File: src/rtl/spm_boot_ctrl_if.sv
// rtl/spm_boot_ctrl_if.sv - loader stream and controller-side SRAM port of the boot sequencer
interface spm_boot_ctrl_if #(
    parameter int word_size = 8,
    parameter int addr_size = 8
);
    logic                 ld_valid;
    logic                 ld_ready;
    logic [addr_size-1:0] ld_addr;
    logic [word_size-1:0] ld_data;
    logic                 ld_last;
    logic                 mem_sel;
    logic                 mem_we;
    logic [addr_size-1:0] mem_addr;
    logic [word_size-1:0] mem_din;

    // host side: produces the image stream, observes the SRAM port
    modport master (
        output ld_valid, ld_addr, ld_data, ld_last,
        input  ld_ready, mem_sel, mem_we, mem_addr, mem_din
    );

    // controller side
    modport slave (
        input  ld_valid, ld_addr, ld_data, ld_last,
        output ld_ready, mem_sel, mem_we, mem_addr, mem_din
    );
endinterface

File: src/rtl/spm_boot_ctrl.sv
// rtl/spm_boot_ctrl.sv - boot/run sequencer: clear SRAM, load image, release core, watch HALT/timeout
module spm_boot_ctrl #(
    parameter int word_size = 8,
    parameter int addr_size = 8,
    parameter int cyc_w     = 16
) (
    input  logic             clk_i,
    input  logic             rst_i,
    input  logic             start_i,
    input  logic [cyc_w-1:0] run_limit_i,
    input  logic             core_halt_i,
    spm_boot_ctrl_if.slave   bus,
    output logic             core_rst_n_o,
    output logic             busy_o,
    output logic             done_o,
    output logic             timeout_o,
    output logic [cyc_w-1:0] cycle_count_o,
    output logic [2:0]       state_o
);
    localparam logic [2:0] S_IDLE    = 3'd0;
    localparam logic [2:0] S_CLEAR   = 3'd1;
    localparam logic [2:0] S_LOAD    = 3'd2;
    localparam logic [2:0] S_RELEASE = 3'd3;
    localparam logic [2:0] S_RUN     = 3'd4;
    localparam logic [2:0] S_HALTED  = 3'd5;
    localparam logic [2:0] S_TIMEOUT = 3'd6;

    localparam logic [addr_size-1:0] addr_one = 1;
    localparam logic [cyc_w-1:0]     cnt_one  = 1;

    logic [2:0]           state_q, state_d;
    logic [addr_size-1:0] clr_addr_q, clr_addr_d;
    logic [cyc_w-1:0]     cnt_q, cnt_d, cnt_inc;
    logic                 timeout_q, timeout_d;
    logic                 done_q, done_d;
    logic                 core_rst_n_q, mem_sel_q, busy_q, ld_ready_q;

    // next-state and counter logic; start is only honoured from the resting states
    always_comb begin
        state_d    = state_q;
        clr_addr_d = clr_addr_q;
        cnt_d      = cnt_q;
        timeout_d  = timeout_q;
        done_d     = 1'b0;
        cnt_inc    = (&cnt_q) ? cnt_q : cnt_q + cnt_one;
        case (state_q)
            S_IDLE, S_HALTED, S_TIMEOUT: begin
                if (start_i) begin
                    state_d    = S_CLEAR;
                    clr_addr_d = '0;
                    cnt_d      = '0;
                    timeout_d  = 1'b0;
                end
            end
            S_CLEAR: begin
                clr_addr_d = clr_addr_q + addr_one;
                if (&clr_addr_q) state_d = S_LOAD;
            end
            S_LOAD: begin
                if (bus.ld_valid && bus.ld_last) state_d = S_RELEASE;
            end
            S_RELEASE: state_d = S_RUN;
            S_RUN: begin
                cnt_d = cnt_inc;
                if (core_halt_i) begin
                    state_d = S_HALTED;
                    done_d  = 1'b1;
                end else if ((run_limit_i != '0) && (cnt_inc == run_limit_i)) begin
                    state_d   = S_TIMEOUT;
                    done_d    = 1'b1;
                    timeout_d = 1'b1;
                end
            end
            default: state_d = S_IDLE;
        endcase
    end

    // state registers; status outputs are registered from the next state so they never glitch
    always_ff @(posedge clk_i) begin
        if (rst_i) begin
            state_q      <= S_IDLE;
            clr_addr_q   <= '0;
            cnt_q        <= '0;
            timeout_q    <= 1'b0;
            done_q       <= 1'b0;
            core_rst_n_q <= 1'b0;
            mem_sel_q    <= 1'b1;
            busy_q       <= 1'b0;
            ld_ready_q   <= 1'b0;
        end else begin
            state_q      <= state_d;
            clr_addr_q   <= clr_addr_d;
            cnt_q        <= cnt_d;
            timeout_q    <= timeout_d;
            done_q       <= done_d;
            core_rst_n_q <= (state_d == S_RUN) || (state_d == S_HALTED);
            mem_sel_q    <= !((state_d == S_RELEASE) || (state_d == S_RUN) || (state_d == S_HALTED));
            busy_q       <= (state_d == S_CLEAR) || (state_d == S_LOAD) ||
                            (state_d == S_RELEASE) || (state_d == S_RUN);
            ld_ready_q   <= (state_d == S_LOAD);
        end
    end

    // SRAM write port: zero-fill while clearing, pass the loader through while loading
    always_comb begin
        bus.mem_we   = 1'b0;
        bus.mem_addr = '0;
        bus.mem_din  = {word_size{1'b0}};
        if (state_q == S_CLEAR) begin
            bus.mem_we   = 1'b1;
            bus.mem_addr = clr_addr_q;
        end else if (state_q == S_LOAD) begin
            bus.mem_we   = bus.ld_valid;
            bus.mem_addr = bus.ld_addr;
            bus.mem_din  = bus.ld_data;
        end
    end

    assign bus.ld_ready  = ld_ready_q;
    assign bus.mem_sel   = mem_sel_q;
    assign core_rst_n_o  = core_rst_n_q;
    assign busy_o        = busy_q;
    assign done_o        = done_q;
    assign timeout_o     = timeout_q;
    assign cycle_count_o = cnt_q;
    assign state_o       = state_q;
endmodule

File: src/flat_wrapper.sv
// flat-port wrapper written by rule: the top's interface ports become plain ports
module spm_boot_ctrl_flat 
#(
    parameter int word_size = 8,
    parameter int addr_size = 8,
    parameter int cyc_w     = 16
)
  (clk_i, rst_i, start_i, run_limit_i, core_halt_i, core_rst_n_o, busy_o, done_o, timeout_o, cycle_count_o, state_o, bus_ld_valid, bus_ld_addr, bus_ld_data, bus_ld_last, bus_ld_ready, bus_mem_sel, bus_mem_we, bus_mem_addr, bus_mem_din);
  spm_boot_ctrl_if #(.word_size(word_size), .addr_size(addr_size)) bus_i ();
  input  logic clk_i;
  input  logic rst_i;
  input  logic start_i;
  input  logic [cyc_w-1:0] run_limit_i;
  input  logic core_halt_i;
  output logic core_rst_n_o;
  output logic busy_o;
  output logic done_o;
  output logic timeout_o;
  output logic [cyc_w-1:0] cycle_count_o;
  output logic [2:0] state_o;
  input wire logic [$bits(bus_i.ld_valid)-1:0] bus_ld_valid;
  input wire logic [$bits(bus_i.ld_addr)-1:0] bus_ld_addr;
  input wire logic [$bits(bus_i.ld_data)-1:0] bus_ld_data;
  input wire logic [$bits(bus_i.ld_last)-1:0] bus_ld_last;
  output wire logic [$bits(bus_i.ld_ready)-1:0] bus_ld_ready;
  output wire logic [$bits(bus_i.mem_sel)-1:0] bus_mem_sel;
  output wire logic [$bits(bus_i.mem_we)-1:0] bus_mem_we;
  output wire logic [$bits(bus_i.mem_addr)-1:0] bus_mem_addr;
  output wire logic [$bits(bus_i.mem_din)-1:0] bus_mem_din;
  assign bus_i.ld_valid = bus_ld_valid;
  assign bus_i.ld_addr = bus_ld_addr;
  assign bus_i.ld_data = bus_ld_data;
  assign bus_i.ld_last = bus_ld_last;
  assign bus_ld_ready = bus_i.ld_ready;
  assign bus_mem_sel = bus_i.mem_sel;
  assign bus_mem_we = bus_i.mem_we;
  assign bus_mem_addr = bus_i.mem_addr;
  assign bus_mem_din = bus_i.mem_din;
  spm_boot_ctrl #(.word_size(word_size), .addr_size(addr_size), .cyc_w(cyc_w)) u_core (.clk_i(clk_i), .rst_i(rst_i), .start_i(start_i), .run_limit_i(run_limit_i), .core_halt_i(core_halt_i), .bus(bus_i), .core_rst_n_o(core_rst_n_o), .busy_o(busy_o), .done_o(done_o), .timeout_o(timeout_o), .cycle_count_o(cycle_count_o), .state_o(state_o));
endmodule
File: config.mk
export PLATFORM = sky130hd
export DESIGN_NAME = spm_boot_ctrl_flat
export DESIGN_NICKNAME = d
export VERILOG_FILES = /design/src/rtl/spm_boot_ctrl_if.sv /design/src/rtl/spm_boot_ctrl.sv /design/src/flat_wrapper.sv
export SDC_FILE = /design/constraint.sdc
export NUM_CORES = 1
export LEC_CHECK = 0
export ABC_AREA = 1
export BUFFER_PORTS_ARGS = -buffer_cell sky130_fd_sc_hd__buf_2
export CORE_MARGIN = 4
export CORE_UTILIZATION = 45
export DETAILED_ROUTE_END_ITERATION = 6
export GPL_TIMING_DRIVEN = 0
export PLACE_DENSITY = 0.84
export SLEW_MARGIN = 20
export SYNTH_ARGS = -nofsm -noshare
export SYNTH_HDL_FRONTEND = slang
export SYNTH_SLANG_ARGS = --single-unit
export TNS_END_PERCENT = 50
File: constraint.sdc
create_clock -name clk_i -period 5.8 [get_ports clk_i]
set_input_delay 1.45 -clock clk_i [delete_from_list [all_inputs] [get_ports clk_i]]
set_output_delay 1.45 -clock clk_i [all_outputs]
set_load 0.02 [all_outputs]
==> summary by stage <==
STA
The accumulated negative setup slack is 0 ps. Setup violations remaining at the end of the flow were counted as 0. The worst path needs 3340 ps of the cycle, external delays included. Derived from the worst setup path, the maximum achievable clock frequency is 0.300 GHz. The number of slew-limit violations in the final report was 0. The hold violation count in the final report is 0.

The relative max-transition margin is 59.3%. Hold timing on the final database bottoms out at a slack of 461 ps. The worst clock skew is 10.2 ps. Of the available clock period, the critical path in the final layout requires 57.5%. Setup repair after global routing left no endpoint under its margin. The slew of the pin with the lowest slew margin is 608 ps. Once routing completed, OpenROAD measured the worst setup slack at 2460 ps.

Global routing
The largest net degree at the start of global routing is 12. The global-route wire length before repair is 12.5 mm. Global routing finished with a remaining overflow of 0.

The number of antenna violations at the first check in global routing is 0. The global-route usage over all layers is 21.7%. The number of global-route vias before repair came to 2693.

CTS
The later pin in the worst-skew pair is clocked with a latency of 290 ps. The post-cts gate resize count is 0. The number of buffers inserted by hold repair at cts is 0.

The root buffer selected by CTS is clkbuf_8. Clock-pin slew was measured on the worst setup and hold paths at 70 ps. TritonCTS created 5 clock buffers. The clock passes through at most 2 buffers. The number of post-CTS setup repair buffers is 0.

The number of H-tree branching levels is 2. The number of clock sinks seen by CTS is 33. TritonCTS built the clock tree.

Die
The count of standard-cell rows is 27. The die span in y is 83.3 um. In this run the standard cell core region covers 5510 um2. The initial standard-cell utilization of the core is 46.3%. The number of I/O pins is 80. The die is 83.3 um wide. The die footprint is 6930 um2.

Synth
The count of distinct cell types in the synthesized netlist is 33. Among all cell types in the netlist, the one instantiated most often is nand2_1. The sequential area share after synthesis is 25.9%. Yosys attributes the largest share of cell area to dfxtp_1 26%, nand2_1 21%, inv_1 9.9%, nand3_1 8.1%, nor2_1 7.2%. The most used flip-flop cell after synthesis is dfxtp_1. The number of warnings issued by yosys is 0. Synthesis produced a netlist with a net count of 486. Of all flip-flops after synthesis, the portion carrying an async set or reset was 0%.

The area share of the largest cell type after synthesis is 25.9%. The number of synthesized flops with an enable pin is 0. The synthesized instance count is 446. Summed over all instances, the cell type with the most area after synthesis is dfxtp_1. Ranked by instance count, the synthesized netlist is headed by 143 x nand2_1, 67 x inv_1, 49 x nor2_1, 41 x nand3_1, 33 x dfxtp_1. A synthesized cell averages 5.71 um2. The synthesized design contains 33 register bits. Summing every instance area after synthesis gives 2550 um2.

Place
Summed over all nets, the half-perimeter wirelength after detailed placement is 6.28 mm. The final RePlAce weighted congestion is 0.909. The instance count after placement with tap cells included is 596. At the placement stage, the worst setup path has a slack of 2450 ps. The placed instances occupy a cell area of 3030 um2. Input and output buffers added on the ports amount to 78.

Layout
After routing the design area is 3120 um2. Compared with the post-synthesis result, the final layout area differs by 22.2%. The number of nets in the final layout is 571. The number of antenna repair diodes is 0. The count of filler cells inserted in the layout is 560. The final standard cell count with taps included and fillers excluded is 604. The share of cells above drive strength 1 is 19.7%.

Routing
The aggregate routed wire length is 7.63 mm. After detailed routing, the number of remaining DRC violations is 0. The total via count in the routed design is 3073. Once detail routing completed, the nets flagged for antenna violations numbered 0.

The number of vias per cell after detailed routing is 5.09. After detailed routing, the average wire length per cell comes to 12.6 um. For this block, the initial DRC count from the detailed router was 180. For this run, the detailed router's first-pass iteration total came to 5.

Power and ir drop
Summed over all cells, the static leakage comes to 1.57 nW. The peak ir drop on the vdd network is 0.151 mV. For this design the ratio of total power to cell area is 152 nW/um2.

Critical path
Walking the worst path, the cells encountered are buf_2 -> nand2_1 -> o21ai_0 -> buf_2. Broken down by cell family, the worst path's largest delay share belongs to buffers and inverters. The kind of end point of the critical path is an output port. The worst register-to-register path has a depth of 16. Counting both buffers and inverters, the worst setup path holds a total of 2.

By instance count, the cell type seen most on the critical path is buf_2. The worst path arrival time is 1890 ps. The delay contributed by the slowest stage of the critical path is 200 ps.

Along the worst path, the maximum fanout reaches 1. The critical path in this run is classified as in2out. The required time of the critical path is 4350 ps. In this run the number of cells on the critical path is 4. Among all stages on the critical path, the largest delay is contributed by buf_2.

The kind of start point of the critical path is an input pin.

Status
The flow ran to the end, and the final reports show no timing, DRC or antenna violations.

Hold path
The type of the most critical hold path is reg2reg. The worst hold path passes through 2 cells.

Run
Across the run, the number of max-cap violations was 0.
path summary, 6_finish.rpt:
path	slack (ps)	to	from
worst max-delay path	2460	bus_mem_addr[3]	bus_ld_addr[3]
worst min-delay path	460	u_core.timeout_o	u_core.timeout_o
worst max register to register	3280	u_core.bus.mem_sel	u_core.cycle_count_o[0]
worst min register to register	460	u_core.timeout_o	u_core.timeout_o
worst register-to-register path: stages (launching register included):
cell      delay [ps]
dfxtp_1          470
ha_1             290
inv_1            110
nor2_4           160
nand2_4           90
nor2_1           130
nand2_1          140
nand3_1          230
o21ai_0          110
nor2_1           110
nand3_1          100
o21bai_2         160
nand2_2           90
nand2_2           80
nand3_1           70
nand2_1           70
inv_1             40
per-stage QoR:
| step | utilization, % | power [W] |
|---|---|---|
| finish | 56.6 | 0.000474 |
| global route | 56.6 | 0.000497 |
| CTS | 56.6 | 0.000479 |
| detailed placement | 55.0 | 0.000306 |
| global placement | 55.0 | 0.000305 |
| floorplan | - | 0.000278 |
cells in the final DEF, fill, tap and decap left out, types with 3 or more instances in the layout:
cell type | synthesis | layout
a21oi_1 | 27 | 27
a221oi_1 | 4 | 4
buf_2 | 0 | 78
clkbuf_1 | 9 | 9
clkbuf_8 | 0 | 5
clkinv_2 | 1 | 3
dfxtp_1 | 33 | 33
inv_1 | 67 | 67
nand2_1 | 143 | 143
nand2_2 | 3 | 3
nand3_1 | 41 | 41
nand4_1 | 14 | 14
nor2_1 | 49 | 49
nor2_2 | 3 | 3
nor3_1 | 9 | 9
nor4_1 | 3 | 3
o21ai_0 | 11 | 11
xor2_1 | 3 | 3
cell families (layout without fill, tap and decap cells):
group,Yosys count,count (layout),share of synthesized area (%)
AO/OA/AOI/OAI,49,49,10.9
XOR/XNOR,5,5,1.72
adder cells (fa/ha/maj),2,2,0.982
buffers and inverters,80,166,12.4
flip-flops,33,33,25.9
AND/OR/NAND/NOR,277,277,48.1
registers in the layout (all words and copies together), names as in the netlist:
name,cells
u_core.bus.mem_sel,1
u_core.done_o,1
u_core.core_rst_n_o,1
u_core.cycle_count_o,16
u_core.state_o,3
u_core.bus.ld_ready,1
u_core.timeout_o,1
u_core.busy_o,1
u_core.clr_addr_q,8
area by class of cell:
type                            instances  area, um2  share of cell area (%)
Buffer                                 11       56.3                    1.81
Clock buffer                            5       68.8                    2.21
Clock inverter                          3       17.5                   0.562
Inverter                               69        260                    8.35
Multi-Input combinational cell        333       1570                    50.4
Sequential cell                        33        661                    21.2
Tap cell                               72       90.1                    2.89
Timing Repair Buffer                   78        390                    12.5
routing by layer:
| layer | global-route usage [%] | share of wire, % | up-vias |
|---|---|---|---|
| met4 | 5.20 | 1.3 | 0 |
| met5 | 0 | 0 | - |
| met3 | 3.17 | 5.7 | 11 |
| met2 | 34.8 | 46 | 97 |
| li1 | - | - | 1593 |
| met1 | 30.5 | 47 | 1372 |
report_power, final:
| group | internal (W) | leakage (nW) | total [W] | switching, W |
|---|---|---|---|---|
| clock network | 0.0000828 | 0.0439 | 0.000172 | 0.0000895 |
| logic | 0.0000254 | 1.26 | 0.0000711 | 0.0000456 |
| registers | 0.000229 | 0.267 | 0.000231 | 0.00000156 |
| total | 0.000338 | 1.57 | 0.000474 | 0.000137 |
(Power assumes the default switching activity.)
